$ cat config.mk
export PLATFORM = sky130hd
export DESIGN_NAME = pll_md_cfg_ctrl_flat
export DESIGN_NICKNAME = d
export VERILOG_FILES = /design/src/rtl/pll_md_cfg_ctrl_if.sv /design/src/rtl/pll_md_cfg_ctrl.sv /design/src/flat_wrapper.sv
export SDC_FILE = /design/constraint.sdc
export NUM_CORES = 1
export LEC_CHECK = 0
export ABC_AREA = 1
export CORE_MARGIN = 10
export CORE_UTILIZATION = 30
export DETAILED_ROUTE_END_ITERATION = 8
export GPL_TIMING_DRIVEN = 0
export SETUP_SLACK_MARGIN = 0.5
export SYNTH_ARGS = -nofsm -noshare
export SYNTH_HDL_FRONTEND = slang
export SYNTH_SLANG_ARGS = --single-unit
$ cat constraint.sdc
create_clock -name mdclk -period 5.1 [get_ports mdclk]
set_input_delay 0.765 -clock mdclk [delete_from_list [all_inputs] [get_ports mdclk]]
set_output_delay 0.765 -clock mdclk [all_outputs]
set_load 0.005 [all_outputs]
$ cat src/rtl/pll_md_cfg_ctrl_if.sv
// MD dynamic-configuration port between the PLL sequencer (master) and the PLL (slave).
// mdrdo returns read data the cycle after a READ op.
interface pll_md_cfg_ctrl_if;
  logic [1:0] mdopc;
  logic       mdainc;
  logic [7:0] mdwdi;
  logic [7:0] mdrdo;

  modport master (output mdopc, output mdainc, output mdwdi, input mdrdo);
  modport slave  (input mdopc, input mdainc, input mdwdi, output mdrdo);
endinterface

$ cat src/rtl/pll_md_cfg_ctrl.sv
// PLL configuration sequencer: writes multiplier/divider over MD, verifies by readback, releases reset, qualifies lock.
// Boot-to-lock is RST_CYC+8 cycles plus 2 synchroniser cycles; cfg_req is only honoured in IDLE or ERR.
module pll_md_cfg_ctrl #(
  parameter int         CLK_PERIOD = 20,
  parameter int         MULTI_FAC  = 37,
  parameter int         ODIV_FAC   = 8,
  parameter int         FAC_W      = 8,
  parameter logic [7:0] REG_BASE   = 8'h10,
  parameter int         RST_NS     = 1000,
  parameter int         LOCK_NS    = 200000,
  parameter int         MAX_RETRY  = 3
) (
  input  logic             mdclk,
  input  logic             resetn,
  input  logic             cfg_req,
  input  logic [FAC_W-1:0] cfg_mul,
  input  logic [FAC_W-1:0] cfg_odiv,
  output logic             cfg_ack,
  output logic             busy,
  output logic             err,
  input  logic             pll_lock,
  output logic             pll_rst,
  output logic             lock,
  pll_md_cfg_ctrl_if.master md
);
  localparam int RST_CYC  = (RST_NS + CLK_PERIOD - 1) / CLK_PERIOD;
  localparam int LOCK_CYC = (LOCK_NS + CLK_PERIOD - 1) / CLK_PERIOD;
  localparam int MAX_CYC  = (RST_CYC > LOCK_CYC) ? RST_CYC : LOCK_CYC;
  localparam int CNT_W    = $clog2(MAX_CYC + 1);
  localparam int RTY_W    = $clog2(MAX_RETRY + 1);

  localparam logic [1:0] OP_NOP = 2'b00;
  localparam logic [1:0] OP_WR  = 2'b01;
  localparam logic [1:0] OP_RD  = 2'b10;
  localparam logic [1:0] OP_SA  = 2'b11;

  typedef enum logic [3:0] {
    S_ASSERT_RST, S_SETA, S_WR0, S_WR1, S_SETB, S_RD0, S_RD1, S_CHK,
    S_RELEASE, S_WAIT_LOCK, S_FAIL, S_IDLE, S_ERR
  } state_t;

  state_t           state, state_nxt;
  logic [CNT_W-1:0] cnt;
  logic [RTY_W-1:0] retry, retry_nxt;
  logic [FAC_W-1:0] mul_q, odiv_q;
  logic [7:0]       mul_ext, odiv_ext, rb_mul;
  logic [1:0]       lock_sync;
  logic             lock_s;
  logic             accept;

  assign mul_ext  = 8'(mul_q);
  assign odiv_ext = 8'(odiv_q);
  assign lock_s   = lock_sync[1];
  assign cfg_ack  = accept;
  assign lock     = lock_s & (state == S_IDLE);

  always_ff @(posedge mdclk or negedge resetn) begin
    if (!resetn) lock_sync <= '0;
    else         lock_sync <= {lock_sync[0], pll_lock};
  end

  always_ff @(posedge mdclk or negedge resetn) begin
    if (!resetn) begin
      state  <= S_ASSERT_RST;
      cnt    <= '0;
      retry  <= '0;
      mul_q  <= FAC_W'(MULTI_FAC);
      odiv_q <= FAC_W'(ODIV_FAC);
      rb_mul <= '0;
    end else begin
      state <= state_nxt;
      retry <= retry_nxt;
      // Single timer shared by reset hold and lock timeout; restarts on every state change.
      if (state_nxt != state) cnt <= '0;
      else if (state == S_ASSERT_RST || state == S_WAIT_LOCK) cnt <= cnt + 1'b1;
      if (accept) begin
        mul_q  <= cfg_mul;
        odiv_q <= cfg_odiv;
      end
      if (state == S_RD1) rb_mul <= md.mdrdo;
    end
  end

  always_comb begin
    state_nxt = state;
    retry_nxt = retry;
    accept    = 1'b0;
    md.mdopc  = OP_NOP;
    md.mdainc = 1'b0;
    md.mdwdi  = '0;
    pll_rst   = 1'b1;
    busy      = 1'b1;
    err       = 1'b0;
    case (state)
      S_ASSERT_RST: if (cnt == CNT_W'(RST_CYC - 1)) state_nxt = S_SETA;
      S_SETA: begin
        md.mdopc = OP_SA; md.mdwdi = REG_BASE; state_nxt = S_WR0;
      end
      S_WR0: begin
        md.mdopc = OP_WR; md.mdainc = 1'b1; md.mdwdi = mul_ext; state_nxt = S_WR1;
      end
      S_WR1: begin
        md.mdopc = OP_WR; md.mdwdi = odiv_ext; state_nxt = S_SETB;
      end
      S_SETB: begin
        md.mdopc = OP_SA; md.mdwdi = REG_BASE; state_nxt = S_RD0;
      end
      S_RD0: begin
        md.mdopc = OP_RD; md.mdainc = 1'b1; state_nxt = S_RD1;
      end
      S_RD1: begin
        md.mdopc = OP_RD; state_nxt = S_CHK;
      end
      // Divider readback arrives this cycle and is compared directly off the bus.
      S_CHK: state_nxt = (rb_mul == mul_ext && md.mdrdo == odiv_ext) ? S_RELEASE : S_FAIL;
      S_RELEASE: begin
        pll_rst = 1'b0; state_nxt = S_WAIT_LOCK;
      end
      S_WAIT_LOCK: begin
        pll_rst = 1'b0;
        if (lock_s) begin
          state_nxt = S_IDLE;
          retry_nxt = '0;
        end else if (cnt == CNT_W'(LOCK_CYC - 1)) begin
          state_nxt = S_FAIL;
        end
      end
      S_FAIL: begin
        retry_nxt = retry + 1'b1;
        state_nxt = (retry_nxt == RTY_W'(MAX_RETRY)) ? S_ERR : S_ASSERT_RST;
      end
      S_IDLE: begin
        busy = 1'b0; pll_rst = 1'b0; accept = cfg_req;
      end
      S_ERR: begin
        busy = 1'b0; err = 1'b1; accept = cfg_req;
      end
      default: state_nxt = S_ASSERT_RST;
    endcase
    if (accept) begin
      state_nxt = S_ASSERT_RST;
      retry_nxt = '0;
    end
  end
endmodule

$ cat src/flat_wrapper.sv
// flat-port wrapper written by rule: the top's interface ports become plain ports
module pll_md_cfg_ctrl_flat 
#(
  parameter int         CLK_PERIOD = 20,
  parameter int         MULTI_FAC  = 37,
  parameter int         ODIV_FAC   = 8,
  parameter int         FAC_W      = 8,
  parameter logic [7:0] REG_BASE   = 8'h10,
  parameter int         RST_NS     = 1000,
  parameter int         LOCK_NS    = 200000,
  parameter int         MAX_RETRY  = 3
)
  (mdclk, resetn, cfg_req, cfg_mul, cfg_odiv, cfg_ack, busy, err, pll_lock, pll_rst, lock, md_mdopc, md_mdainc, md_mdwdi, md_mdrdo);
  pll_md_cfg_ctrl_if md_i ();
  input  logic mdclk;
  input  logic resetn;
  input  logic cfg_req;
  input  logic [FAC_W-1:0] cfg_mul;
  input  logic [FAC_W-1:0] cfg_odiv;
  output logic cfg_ack;
  output logic busy;
  output logic err;
  input  logic pll_lock;
  output logic pll_rst;
  output logic lock;
  output wire logic [$bits(md_i.mdopc)-1:0] md_mdopc;
  output wire logic [$bits(md_i.mdainc)-1:0] md_mdainc;
  output wire logic [$bits(md_i.mdwdi)-1:0] md_mdwdi;
  input wire logic [$bits(md_i.mdrdo)-1:0] md_mdrdo;
  assign md_mdopc = md_i.mdopc;
  assign md_mdainc = md_i.mdainc;
  assign md_mdwdi = md_i.mdwdi;
  assign md_i.mdrdo = md_mdrdo;
  pll_md_cfg_ctrl #(.CLK_PERIOD(CLK_PERIOD), .MULTI_FAC(MULTI_FAC), .ODIV_FAC(ODIV_FAC), .FAC_W(FAC_W), .REG_BASE(REG_BASE), .RST_NS(RST_NS), .LOCK_NS(LOCK_NS), .MAX_RETRY(MAX_RETRY)) u_core (.mdclk(mdclk), .resetn(resetn), .cfg_req(cfg_req), .cfg_mul(cfg_mul), .cfg_odiv(cfg_odiv), .cfg_ack(cfg_ack), .busy(busy), .err(err), .pll_lock(pll_lock), .pll_rst(pll_rst), .lock(lock), .md(md_i));
endmodule
* After elaboration in Yosys (flattened, before gate mapping)
Cells that the tools add are included.
** Cells by class
- $add $sub $neg :: 2
- Equality and inequality tests :: 19
- Multiplexer cells :: 19
- Bitwise gates (word level) :: 1
- Reduce and logical (&&, ||, !) cells :: 12
** Operators with widths (number)
- $pmux 4 s12 :: 1
- $mux 14 :: 2
- $pmux 8 s3 :: 1
- $eq 4x4->1 const B :: 5
- $mux 4 :: 5
- $eq 4x3->1 const B :: 4
- $eq 8x8->1 :: 2
- $add 14x1->14 const B :: 1
- $eq 14x14->1 const B :: 1
- $eq 14x6->1 const B :: 1
- $reduce_or 2->1 :: 5
- $eq 4x2->1 const B :: 2
- $mux 2 :: 3
- $pmux 2 s3 :: 1
- $mux 1 :: 5
- $eq 4x1->1 const B :: 1
- $logic_not 4->1 :: 1
- $ne 4x4->1 :: 1
- $pmux 2 s2 :: 1
- $ne 3x2->1 const B :: 1
- $reduce_bool 3->1 :: 1
- $reduce_or 3->1 :: 1
- $add 2x1->2 const B :: 1
- $eq 2x2->1 const B :: 1
- other kinds (5) :: 5
** Storage, ports and cells
- Bits in registers :: 46
- Output and inout port bits :: 16
- Logic and storage cells :: 60

* Longest topological paths before layout
- Depth in word-level cells :: 7
- Depth in mapped cells :: 15
- Mapped depth without buffers :: 14

* Least setup slack after synthesis
No wires, ideal clock.
- Path kind :: register to output
- Start point :: register u_core.state[0]
- End point :: output cfg_ack
- Arrival :: 1330 ps
- Data required time :: 4335 ps
- Path slack :: 3005 ps
- Stages on the path, launching flop included :: 9
- Buffers on the path :: 1
- Path through :: dfrtp_1 > inv_2 > nand2_1 > nor2_2 > inv_2 > nand2_2 > nand2_4 > clkinv_1 > clkbuf_1
** On the way
- Longest elaborated chain between the ends :: 3
- Elaborated cells on any way between the ends :: 4
- Classes of those cells :: 2 x eq/ne; 1 x mux; 1 x reduce/logical
** Ends and longest elaborated chain
- start, declared :: line pll_md_cfg_ctrl.sv:42 : state_t state, state_nxt;
- start signal, assigned :: line pll_md_cfg_ctrl.sv:71 : state <= state_nxt;
- $eq 4x4->1 :: line pll_md_cfg_ctrl.sv:94 : case (state)
- $reduce_or 2->1 (no source line) (*)
- $mux 1 (*) :: line pll_md_cfg_ctrl.sv:94
- end, declared :: line flat_wrapper.sv:20 : output logic cfg_ack;
Every way passes the cells marked *; elsewhere a longest branch is shown, timed or not.

* Final worst setup path
Same ends and word-level chain as after synthesis.

==> metrics.txt <==
clock power share=0.175; status=finished, final reports clean; vias per inst=4.563; pwr dens=around 470 mW/mm^2; synthesis-stage register bit count=46; Internal Pwr Total=~940 uW; arrival time worst endpoint=2.53 ns; Gate power share=0.468; Post-synth top cells=nand2_1, dfrtp_1, inv_1; Power, Total=1595 uW; IO buf count=between 40 and 50; Final Max Tran Viols=0; Switching Share=0.4096; std cell rows=34; syn nets=391; Die Wd=114.4 um; Core ar.=a little under 0.009 mm^2; Clock Latency Late Sink=~0.3 ns; initial antenna violation count=0; Static Leak=0.001629 uW; number of global-route vias before repair=~2,400; Final Net Count=roughly 440; Worst setup SP type=flip-flop; Clock Tree Root=clkbuf_8; Layout area overhead=26.00%; Sequential Power Share=0.357; maximum VDD drop=0.1576 mV; Pre-antenna DRT Iters=4; first-pass GRT wire length=roughly 11,000 um; largest net degree at the start of global routing=35; area of the multi-input gates=between 0.001 and 0.0015 mm^2; die height=between 100 and 150 um; final hold vios=0; critical path peak fanout=10; I/O pin count=between 40 and 50; FF+latch area=around 0.0012 mm^2; Max Cap Violations=0; post-cts sizing count=0; element type at the critical path end=output port; Starting Density=0.3078; Worst slew margin=0.6904; worst-margin pin slew=0.4644 ns; main area contributors after synthesis=dfrtp_1, nand2_1, xor2_1; top-area cell type share of the netlist area=0.3934; Fmax=~300 MHz; Routed wire per std cell=12.64 um; sequential share of the synthesized area=0.4328; DRT Wirelength=about 6600 um; Mapped Cells=360; Synth area leader=dfrtp_1; hold slack=about 0.36 ns; unrepaired setup endpoints after global routing=false; Final Cell Area=between 0.003 and 0.004 mm^2; cts bufs inserted=5; number of H-tree levels=2; Tmin final=about 3.3 ns; Worst Skew=between 0.007 and 0.008 ns; GRT Overall Usage=0.1039; CTS tree=built; Synth Flop Type=dfrtp_1; initial drt markers=between 100 and 150; antenna-violating nets left=0; DRC=0; DP HPWL=5186 um; mapped cell area=0.002671 mm^2; clk slew on worst S/H paths=0.09 ns; Reg2Reg Depth=9; worst setup path class=flip-flop to output port; n_diodes=0; Netlist cell types=32; CTS Sinks=46; Net Sw Power=~650 uW; share of cells above drive strength 1=0.1286; top-count cell post-synth=nand2_1; gpl congestion=approximately 0.86; die area=roughly 0.013 mm^2; fill count=slightly above 900; DR vias=roughly 2,400; class of the most critical hold timing path=input pin to asynchronous set/reset pin; postcts setup bufs=0; fraction of registers with async set/reset=1.000; grt total ovfl=0; Post-synth EDFFs=0; setup TNS=0 ns; Avg Cell Area, Syn=around 7.4 um^2; Setup violations, final=0; placed standard-cell area=0.003252 mm^2; YS warnings=0; Post-CTS Hold Buffers=0; maximum clock path buffer count=2; Worst EP required=~4.3 ns; fin crit share=0.6460
## through the flow
step	utilization	worst slack, ns	cells
global placement	0.3730	1.831	511
detailed placement	0.3747	1.823	512
CTS	0.3878	1.764	520
finish	0.3878	1.805	520
global route	0.3878	1.590	520
floorplan	-	3.005	360
## state kept, by name (all words and copies together) (netlist names)
register / cells
u_core.retry: 2
u_core.odiv_ext: 8
u_core.mul_ext: 8
u_core.cnt: 14
u_core.state: 4
u_core.lock_sync: 2
u_core.rb_mul: 8
## final timing paths
check	endpoint	slack [ns]	startpoint
max	cfg_ack	1.81	u_core.state[0]$_DFF_PN0_
min	u_core.cnt[7]$_DFFE_PN0P_	0.36	resetn
max reg2reg	u_core.odiv_ext[1]$_DFFE_PN0P_	3.14	u_core.state[0]$_DFF_PN0_
min reg2reg	u_core.lock_sync[1]$_DFF_PN0_	0.36	u_core.lock_sync[0]$_DFF_PN0_
max in group asynchronous	u_core.mul_ext[0]$_DFFE_PN1P_	4.19	resetn
min in group mdclk	u_core.lock_sync[1]$_DFF_PN0_	0.36	u_core.lock_sync[0]$_DFF_PN0_
## placed cells by master, fill, tap and decap left out, types with 2 or more instances in the layout
master / Yosys / routed
nand2_1: 123 / 123
mux2_2: 2 / 2
nor2_1: 27 / 27
clkinvlp_4: 0 / 2
inv_2: 6 / 6
clkbuf_8: 0 / 5
ha_1: 3 / 3
inv_1: 37 / 37
nand2_4: 2 / 2
dfrtp_1: 42 / 42
nand2_2: 7 / 7
nand4_1: 3 / 3
nor2_2: 14 / 14
nand3_1: 26 / 26
xor2_1: 17 / 17
o21ai_0: 21 / 21
buf_2: 1 / 2
a21oi_1: 6 / 6
o211ai_1: 2 / 2
dfstp_2: 4 / 4
clkbuf_1: 4 / 4
clkdlybuf4s50_1: 0 / 42
## power groups by stage
stage                     Sequential, uW  Combinational, uW  Clock, uW
after floorplan                      555                492          0
after global placement               573                744          0
after detailed placement             576                756          0
after CTS                            569                759        287
after global routing                 583                850        303
final                                569                747        279
## critical path, cell delays in order (launching register included)
cell and delay [ns]:
dfrtp_1 0.48, inv_2 0.13, nand2_1 0.10, nor2_2 0.16
inv_2 0.07, nand2_2 0.07, nand2_4 0.08, clkinv_1 0.17
clkbuf_1 0.36, clkdlybuf4s50_1 0.59
## layout make-up
| cell class | count | area share |
|---|---|---|
| sequential | 46 | 0.3435 |
| timing repair buffer | 44 | 0.1323 |
| multi-input combinational | 263 | 0.3903 |
| inverter | 45 | 0.05056 |
| clock inverter | 3 | 0.01338 |
| clock buffer | 5 | 0.02045 |
| buffer | 6 | 0.009294 |
| tap | 108 | 0.04015 |
## per-layer routing
| layer | share of wire | GRT usage | vias up | routed length [um] |
|---|---|---|---|---|
| li1 | - | - | 1218 | - |
| met5 | 0 | 0 | - | 0 |
| met1 | 0.46 | 0.1219 | 1102 | 2997 |
| met2 | 0.49 | 0.1803 | 48 | 3212 |
| met3 | 0.048 | 0.02935 | 5 | 316 |
| met4 | 0.0075 | 0.02840 | 0 | 49 |
## cells by family (layout without fill, tap and decap cells)
group	count (synthesis)	in the layout	synth area share
AND/OR/NAND/NOR	208	208	0.3457
buffers and inverters	51	103	0.07540
flip-flops	46	46	0.4328
AO/OA/AOI/OAI	32	32	0.06464
XOR/XNOR	18	18	0.05902
adder cells (fa/ha/maj)	3	3	0.01405
multiplexers	2	2	0.008430
No activity file was read; power rests on OpenSTA's default activity.
